### config.mk
export PLATFORM = sky130hd
export DESIGN_NAME = pipe_ctrl_unit
export DESIGN_NICKNAME = d
export VERILOG_FILES = /design/src/rtl/pipe_ctrl_unit.sv
export SDC_FILE = /design/constraint.sdc
export NUM_CORES = 1
export LEC_CHECK = 0
export CORE_UTILIZATION = 41
export CTS_BUF_LIST = sky130_fd_sc_hd__clkbuf_8
export DETAILED_ROUTE_END_ITERATION = 6
export PLACE_DENSITY = 0.85
export SETUP_SLACK_MARGIN = 0.1
export SLEW_MARGIN = 0
export SYNTH_ARGS = -nofsm -noshare
export SYNTH_HDL_FRONTEND = slang
export SYNTH_SLANG_ARGS = --single-unit
### constraint.sdc
create_clock -name i_clk -period 3.7 [get_ports i_clk]
set_clock_uncertainty 0.05 [all_clocks]
set_input_delay 0.925 -clock i_clk [delete_from_list [all_inputs] [get_ports i_clk]]
set_output_delay 0.925 -clock i_clk [all_outputs]
set_load 0.02 [all_outputs]
### src/rtl/pipe_ctrl_unit.sv
// Pipeline hazard controller: per-stage bubble tracking, stall/flush to keep/dirty, halt/drain FSM.
// Optional stall/flush perf counters are built when PIPE_PERF_EN is defined.
module pipe_ctrl_unit #(
   parameter int STAGES   = 5,
   parameter int HLT_KEEP = 2,
   parameter int CNT_W    = 16
) (
   input  logic                              i_clk,
   input  logic                              i_rst,
   input  logic                              i_hlt,
   input  logic                              i_resume,
   input  logic [STAGES-1:0]                 i_stall,
   input  logic [STAGES-1:0]                 i_flush,
   output logic [STAGES-1:0]                 o_keep,
   output logic [STAGES-1:0]                 o_dirty,
   output logic                              o_halted,
   output logic [$clog2(STAGES+1)-1:0]       o_occupancy
`ifdef PIPE_PERF_EN
   ,
   input  logic                              i_perf_clr,
   output logic [CNT_W-1:0]                  o_stall_cnt,
   output logic [CNT_W-1:0]                  o_flush_cnt
`endif
);

   localparam int OCC_W = $clog2(STAGES+1);

   typedef enum logic [1:0] {
      ST_RUN    = 2'd0,
      ST_DRAIN  = 2'd1,
      ST_HALTED = 2'd2
   } state_t;

   state_t              r_state;
   state_t              w_state_nxt;
   logic [STAGES-1:0]   r_bubble;
   logic [STAGES-1:0]   w_bubble_nxt;
   logic [STAGES-1:0]   w_stall_pre;
   logic [STAGES-1:0]   w_flush_pre;
   logic [STAGES-1:0]   w_bub_flushed;
   logic [STAGES:0]     w_stall_ext;
   logic [STAGES:0]     w_shift_src;
   logic                w_fetch_bub;
   logic [OCC_W-1:0]    w_occ;

   // Prefix ORs: bit k is set when any request exists at or below stage k.
   always_comb begin
      w_stall_pre[0] = i_stall[0];
      w_flush_pre[0] = i_flush[0];
      for (int k = 1; k < STAGES; k++) begin
         w_stall_pre[k] = w_stall_pre[k-1] | i_stall[k];
         w_flush_pre[k] = w_flush_pre[k-1] | i_flush[k];
      end
   end

   assign w_fetch_bub   = (r_state != ST_RUN);
   assign w_bub_flushed = r_bubble | w_flush_pre;
   assign w_stall_ext   = {1'b0, w_stall_pre};
   assign w_shift_src   = {w_fetch_bub, w_bub_flushed};

   // Held stages keep their bit, the stage just below the lowest stall gets a bubble, older stages shift.
   always_comb begin
      w_bubble_nxt = '0;
      for (int k = 0; k < STAGES; k++) begin
         if (w_stall_pre[k])
            w_bubble_nxt[k] = w_bub_flushed[k];
         else if (w_stall_ext[k+1])
            w_bubble_nxt[k] = 1'b1;
         else
            w_bubble_nxt[k] = w_shift_src[k+1];
      end
   end

   always_ff @(posedge i_clk or posedge i_rst) begin
      if (i_rst)
         r_bubble <= '1;
      else
         r_bubble <= w_bubble_nxt;
   end

   always_ff @(posedge i_clk or posedge i_rst) begin
      if (i_rst)
         r_state <= ST_RUN;
      else
         r_state <= w_state_nxt;
   end

   always_comb begin
      w_state_nxt = r_state;
      case (r_state)
         ST_RUN: begin
            if (i_hlt)
               w_state_nxt = ST_DRAIN;
         end
         ST_DRAIN: begin
            if (!i_hlt)
               w_state_nxt = ST_RUN;
            else if (&w_bubble_nxt[STAGES-HLT_KEEP-1:0])
               w_state_nxt = ST_HALTED;
         end
         ST_HALTED: begin
            if (i_resume && !i_hlt)
               w_state_nxt = ST_RUN;
         end
         default: w_state_nxt = ST_RUN;
      endcase
   end

   // Outside RUN the youngest HLT_KEEP stages are frozen on top of any stall hold.
   always_comb begin
      o_halted = (r_state == ST_HALTED);
      o_keep   = w_stall_pre;
      for (int k = 0; k < STAGES; k++) begin
         if ((r_state != ST_RUN) && (k >= STAGES-HLT_KEEP))
            o_keep[k] = 1'b1;
      end
   end

   assign o_dirty = r_bubble | w_flush_pre | w_stall_pre;

   always_comb begin
      w_occ = '0;
      for (int k = 0; k < STAGES; k++) begin
         if (!r_bubble[k])
            w_occ = w_occ + OCC_W'(1);
      end
   end

   assign o_occupancy = w_occ;

`ifdef PIPE_PERF_EN
   logic [CNT_W-1:0] r_stall_cnt;
   logic [CNT_W-1:0] r_flush_cnt;

   // Saturating counters; clear takes priority over a same-cycle increment.
   always_ff @(posedge i_clk or posedge i_rst) begin
      if (i_rst) begin
         r_stall_cnt <= '0;
         r_flush_cnt <= '0;
      end else if (i_perf_clr) begin
         r_stall_cnt <= '0;
         r_flush_cnt <= '0;
      end else begin
         if ((|i_stall) && !(&r_stall_cnt))
            r_stall_cnt <= r_stall_cnt + CNT_W'(1);
         if ((|i_flush) && !(&r_flush_cnt))
            r_flush_cnt <= r_flush_cnt + CNT_W'(1);
      end
   end

   assign o_stall_cnt = r_stall_cnt;
   assign o_flush_cnt = r_flush_cnt;
`endif

endmodule

==> out/summary.json, run 1 <==
{
  "critical_path": {
    "cpPeakStageDelay_ns": 0.56,
    "timing.critical_path.required_ns": 2.72,
    "critical-path-slowest-cell": "or4_4",
    "worst-path-max-fanout": 3,
    "path_cells": "clkdlybuf4s50_1 -> or4_4 -> or3_4 -> clkdlybuf4s15_1",
    "critPathLaunchType": "input port",
    "worst-endpoint-arrival_ns": 2.59,
    "worstSetupPathType": "input port to primary output",
    "critical_path.endpoint_type": "primary output"
  },
  "power_and_ir_drop": {
    "power_per_cell_area_nw_per_um2": 243,
    "switching_component_of_the_power_w": 0.0000708,
    "pwr-share-seq": 0.338,
    "total_leakage_power_nw": 0.471,
    "p_sw_frac": 0.267,
    "power.ir.vdd_worst_uv": 239,
    "power_report.internal_total_w": 0.000194,
    "clock_power_share": 0.405,
    "power.combinational.fraction": 0.257
  },
  "synth": {
    "syn-num-nets": 85,
    "synth.cell_area_um2": 582,
    "synth_cells": 67,
    "synth.yosys.warnings": 0,
    "post_synth_cell_types": 28,
    "synth_sequential_area_ratio": 0.312,
    "synth-seq-cells": 7,
    "syn-mean-instance-area_um2": 8.68
  },
  "routing": {
    "drt-wirelength-per-cell_um": 14.1,
    "antenna_left": 0,
    "routed-via-count": 640,
    "drt_first_iter_violations": 7,
    "route.detailed.drc": 0,
    "avgViaCountPerCell": 5.12,
    "routed_wirelength_mm": 1.76,
    "firstDrtPassIters": 4
  },
  "timing": {
    "final_min_period_over_clock_period": 0.962,
    "worst_pin_slew_ns": 0.357,
    "grt_setup_unrepaired": "yes",
    "report.final.hold_viol_count": 0,
    "fin_setup_tns_ns": 0,
    "slew_violations": 0,
    "final.min_clock_period_ns": 3.56,
    "fmaxAchievable_mhz": 281,
    "finalSetupViolations": 0,
    "maxSlewHeadroom": 0.760
  },
  "clocking": {
    "postCtsHoldBufs": 0,
    "worst_setup_hold_path_clk_slew_ns": 0.04,
    "total_clock_buffers_created_by_cts": 3,
    "cts-root-to-sink-buffers": 2,
    "h-tree-depth": 1,
    "cts_tree": "done",
    "numClockSinks": 7,
    "cts_root_buffer": "clkbuf_8",
    "clock_insertion_delay_worst_skew_ns": 0.23
  },
  "outcome": {
    "outcome": "finished, final reports clean"
  },
  "global_route": {
    "antenna_found_initial": 0,
    "grt_start_max_net_pins": 8,
    "grt-ovfl-total": 0,
    "grt_first_pass_wirelength_mm": 2.65,
    "grt_use_total": 0.281,
    "first_global_vias": 605
  },
  "floorplan": {
    "placementRows": 13,
    "die_area_um2": 1570,
    "die_h_um": 39.7,
    "placeable_core_region_um2": 1320,
    "initial_utilization": 0.442,
    "fp.dieW_um": 39.7,
    "pin_count": 28
  },
  "final_layout": {
    "final_net_count": 129,
    "utilization": 0.828,
    "diodes": 0,
    "layout_commonest_cell": "clkdlybuf4s50_1",
    "final_cell_mix": "clkdlybuf4s50_1, buf_4, inv_1, dfstp_2",
    "final_layout_size_suffix_gt1_frac": 0.382,
    "stdcell_area_um2": 1090,
    "area_delta_synth_final_pct": 87.5
  },
  "placed_design": {
    "gp_routability_congestion": 0.733,
    "detailed_place_hpwl_mm": 1.34,
    "port_buffers": 27,
    "post_detailed_placement_cell_area_um2": 957
  },
  "hold_path": {
    "hold_path.class": "flip-flop to flip-flop"
  },
  "run": {
    "max_cap_violations": 0
  }
}
==> flip-flops by register name, summed over array words and instances, names as in the netlist <==
register / flops
r_bubble: 5
r_state: 2
==> power by group through the flow <==
| stage | clock network (W) | logic, W | registers, W |
|---|---|---|---|
| 3_3_place_gp | 0 | 0.0000646 | 0.0000896 |
| 6_report | 0.000107 | 0.0000680 | 0.0000895 |
| 2_1_floorplan | 0 | 0.0000328 | 0.0000880 |
| 4_1_cts | 0.000109 | 0.0000685 | 0.0000892 |
| 5_1_grt | 0.000114 | 0.0000737 | 0.0000905 |
| 3_5_place_dp | 0 | 0.0000674 | 0.0000896 |
==> Yosys cell counts <==
cell | instances | share of area
nor2b_1 | 5 | 0.054
nor2_1 | 6 | 0.039
a21boi_1 | 1 | 0.013
or4_4 | 2 | 0.039
or3_4 | 1 | 0.019
dfstp_2 | 5 | 0.23
buf_4 | 1 | 0.013
a31oi_1 | 2 | 0.022
nor3_1 | 3 | 0.026
nand3b_1 | 1 | 0.013
mux2i_1 | 1 | 0.017
and2_1 | 1 | 0.011
dfrtp_1 | 2 | 0.086
inv_1 | 6 | 0.039
or2_2 | 1 | 0.011
or3_1 | 1 | 0.011
a31o_1 | 1 | 0.015
nand2b_1 | 6 | 0.065
clkbuf_1 | 1 | 0.0064
nand2_1 | 3 | 0.019
nor3b_1 | 1 | 0.013
o21bai_1 | 2 | 0.026
a21boi_0 | 1 | 0.013
a21oi_1 | 1 | 0.0086
xnor2_1 | 5 | 0.075
ha_1 | 4 | 0.086
nor4_1 | 1 | 0.011
a22oi_1 | 2 | 0.026
==> path summary, 6_finish.rpt <==
path	startpoint	slack [ns]	end	cells after the start
max reg2reg	r_bubble[2]	2.29	r_state[1]	4
max in group asynchronous	i_rst	2.44	r_bubble[3]	2
max	i_flush[1]	0.14	o_dirty[3]	4
min reg2reg	r_state[1]	0.55	r_state[0]	2
min in group asynchronous	i_rst	0.89	r_state[0]	2
min	r_state[1]	0.55	r_state[0]	2
==> cell type report <==
| type | count | area [um2] |
|---|---|---|
| Timing Repair Buffer | 41 | 373 |
| Clock inverter | 1 | 3.75 |
| Fill cell | 88 | 226 |
| Inverter | 6 | 22.5 |
| Tap cell | 15 | 18.8 |
| Multi-Input combinational cell | 52 | 450 |
| Clock buffer | 3 | 41.3 |
| Sequential cell | 7 | 181 |
==> timing repair <==
item	in CTS	in global routing
setup buffers	0	1
gates resized for setup	17	15
pin swaps	1	5
setup endpoints to repair	7	6
==> through the flow <==
step | setup WS [ns] | hold slack, ns | cells | total power, W
2_1_floorplan | 0.313 | 0.470 | 67 | 0.000121
3_3_place_gp | -0.106 | 0.505 | 120 | 0.000154
3_5_place_dp | -0.212 | 0.506 | 120 | 0.000157
4_1_cts | 0.0195 | 0.540 | 124 | 0.000267
5_1_grt | 0.0478 | 0.588 | 125 | 0.000279
6_report | 0.140 | 0.547 | 125 | 0.000265
==> cells by family after synthesis <==
kind of cell             after synthesis  share of synthesized area
multiplexers                           1                     0.0172
adder cells (fa/ha/maj)                4                     0.0860
buffers and inverters                  8                     0.0581
AO/OA/AOI/OAI                         10                      0.123
flip-flops                             7                      0.312
AND/OR/NAND/NOR                       32                      0.329
XOR/XNOR                               5                     0.0753
==> layer usage <==
metal  GRT usage  vias to the layer above  routed length (um)
li1            -                      315                   -
met2       0.492                       20                 961
met1       0.281                      301                 685
met4       0.207                        0                  45
met3      0.0682                        4                  71
met5           0                        -                   0
==> critical path: cells and delay by family <==
family | cells | cell delay [ns]
AND/OR/NAND/NOR | 2 | 0.94
buffers and inverters | 2 | 0.71
Power figures use the tool's default switching activity.
==> run 2, diff against run 1 <==
--- a/config.mk
+++ b/config.mk
@@ -5,10 +5,10 @@
 export SDC_FILE = /design/constraint.sdc
 export NUM_CORES = 1
 export LEC_CHECK = 0
-export CORE_UTILIZATION = 41
+export CORE_UTILIZATION = 37
 export CTS_BUF_LIST = sky130_fd_sc_hd__clkbuf_8
 export DETAILED_ROUTE_END_ITERATION = 6
-export PLACE_DENSITY = 0.85
+export PLACE_DENSITY = 0.81
 export SETUP_SLACK_MARGIN = 0.1
 export SLEW_MARGIN = 0
 export SYNTH_ARGS = -nofsm -noshare
==> constraint.sdc (replaced) <==
create_clock -name i_clk -period 3 [get_ports i_clk]
set_clock_uncertainty 0.05 [all_clocks]
set_input_delay 0.75 -clock i_clk [delete_from_list [all_inputs] [get_ports i_clk]]
set_output_delay 0.75 -clock i_clk [all_outputs]
set_load 0.02 [all_outputs]
==> run 2 against run 1 <==
Effect of this change: the flow now finishes with violations (negative setup slack); hold slack improved by 0.056 ns; largest power group unchanged; clock power up 32%; worst setup slack got worse by 0.48 ns; non-clock buffer count grew 16; first-iteration DRC count rose to 3.7 times the previous value; die area increased by 10%; highest routed layer unchanged; global-route usage increased by 1.5 points; critical endpoint is now o_occupancy[2]; critical path type is now flip-flop to primary output; via count grew 28%.
==> out/summary.json, run 2 (synthesis results as in run 1) <==
{
  "routing": {
    "route.detailed.drc": 0,
    "drt_first_iter_violations": 26,
    "routed-via-count": 816,
    "drt-wirelength-per-cell_um": 21.9,
    "avgViaCountPerCell": 5.79,
    "routed_wirelength_mm": 3.09,
    "firstDrtPassIters": 4,
    "antenna_left": 0
  },
  "timing": {
    "fin_setup_tns_ns": -0.547,
    "report.final.hold_viol_count": 0,
    "slew_violations": 0,
    "finalSetupViolations": 2,
    "hold_ws_ns": 0.603,
    "grt_setup_unrepaired": "yes",
    "worst_pin_slew_ns": 0.552,
    "maxSlewHeadroom": 0.628,
    "layout_setup_ws_ns": -0.336,
    "final_min_period_over_clock_period": 1.11,
    "fmaxAchievable_mhz": 300,
    "final.min_clock_period_ns": 3.34
  },
  "final_layout": {
    "largest_register_ffs": 5,
    "biggestRegsByFlops": "r_bubble: 5 flops, r_state: 2 flops",
    "final_cell_mix": "buf_4, clkdlybuf4s50_1, dlygate4sd2_1, buf_6",
    "diodes": 0,
    "stdcell_area_um2": 1290,
    "final_layout_size_suffix_gt1_frac": 0.563,
    "filler_cell_count": 48,
    "final_net_count": 145,
    "registers.top_by_ff_count": "r_bubble",
    "area_delta_synth_final_pct": 123,
    "layout_commonest_cell": "buf_4"
  },
  "placed_design": {
    "post_detailed_placement_cell_area_um2": 1130,
    "port_buffers": 27,
    "gp_routability_congestion": 0.809,
    "preCtsSetupSlack_ns": -0.523,
    "detailed_place_hpwl_mm": 1.30
  },
  "power_and_ir_drop": {
    "total_leakage_power_nw": 0.604,
    "tot_pwr_w": 0.000352,
    "power.ir.vdd_worst_uv": 315,
    "power_per_cell_area_nw_per_um2": 272
  },
  "clocking": {
    "numClockSinks": 7,
    "cts-root-to-sink-buffers": 2,
    "cts_root_buffer": "clkbuf_8",
    "h-tree-depth": 1,
    "postCtsHoldBufs": 0,
    "total_clock_buffers_created_by_cts": 3,
    "cts_tree": "done",
    "worst_setup_hold_path_clk_slew_ns": 0.05,
    "clock_insertion_delay_worst_skew_ns": 0.24
  },
  "global_route": {
    "antenna_found_initial": 0,
    "first_global_vias": 805,
    "grt_use_total": 0.296,
    "grt-ovfl-total": 0,
    "grt_first_pass_wirelength_mm": 3.85,
    "grt_start_max_net_pins": 8
  },
  "hold_path": {
    "hold_path.class": "flip-flop to flip-flop"
  },
  "critical_path": {
    "timing.critical_path.required_ns": 2.20,
    "critical_path.endpoint_type": "primary output",
    "worstSetupPathType": "flip-flop to primary output",
    "critPathLaunchType": "flip-flop",
    "worst-path-max-fanout": 3,
    "worst-endpoint-arrival_ns": 2.54
  },
  "outcome": {
    "violations_in_the_final_reports": "negative setup slack",
    "outcome": "finished, violations left"
  },
  "floorplan": {
    "placementRows": 13,
    "die_h_um": 41.7,
    "initial_utilization": 0.421,
    "placeable_core_region_um2": 1380,
    "die_area_um2": 1740,
    "fp.dieW_um": 41.7,
    "pin_count": 28
  },
  "run": {
    "max_cap_violations": 0
  }
}
-- run 2: cell type report --
class                      count  area, um2  share of cell area
multi-input combinational     52        537               0.414
tap                           15       18.8              0.0145
clock buffer                   3       41.3              0.0319
timing repair buffer          57        490               0.379
clock inverter                 1       3.75             0.00290
inverter                       6       22.5              0.0174
sequential                     7        181               0.140
-- run 2: report_power, final --
group	internal (W)	switching (W)	leakage, nW
clock	0.0000894	0.0000520	0.0269
sequential	0.000103	0.0000105	0.0784
combinational	0.0000483	0.0000484	0.499
-- run 2: per-layer routing --
layer | up-vias | routed length, um | GRT usage
met5 | - | 0 | 0
met4 | 0 | 167 | 0.103
met3 | 16 | 180 | 0.0304
met2 | 60 | 1600 | 0.525
met1 | 394 | 1140 | 0.369
li1 | 346 | - | -
-- run 2: critical path, stage by stage (launching register included) --
cell      delay, ns
dfstp_2        0.55
inv_2          0.06
ha_4           0.26
xnor2_4        0.17
ha_4           0.22
nor2b_4        0.12
a31oi_4        0.17
inv_2          0.07
ha_4           0.16
nand2b_4       0.08
xnor2_4        0.12
xnor2_2        0.14
buf_4          0.17
-- run 2: stage by stage --
| step | utilization | cells |
|---|---|---|
| after global routing | 0.937 | 141 |
| after floorplan | - | 67 |
| after CTS | 0.920 | 138 |
| final | 0.937 | 141 |
| after global placement | 0.819 | 126 |
| after detailed placement | 0.819 | 126 |
-- run 2: repair_timing --
| action | 4_1_cts | 5_1_grt |
|---|---|---|
| buffers inserted | 8 | 3 |
| setup endpoints to repair | 12 | 7 |
| resized for setup | 61 | 4 |
| pin swaps | 6 | 7 |
-- run 2: worst paths after layout --
kind | from | endpoint | slack [ns] | depth (start not counted)
min in group asynchronous | i_rst | r_state[0] | 0.76 | 2
setup / recovery | r_bubble[1] | o_occupancy[2] | -0.34 | 12
setup reg to reg | r_bubble[2] | r_state[1] | 1.26 | 5
max in group asynchronous | i_rst | r_bubble[4] | 1.87 | 2
hold / removal | r_state[1] | r_state[0] | 0.60 | 2
hold reg to reg | r_state[1] | r_state[0] | 0.60 | 2
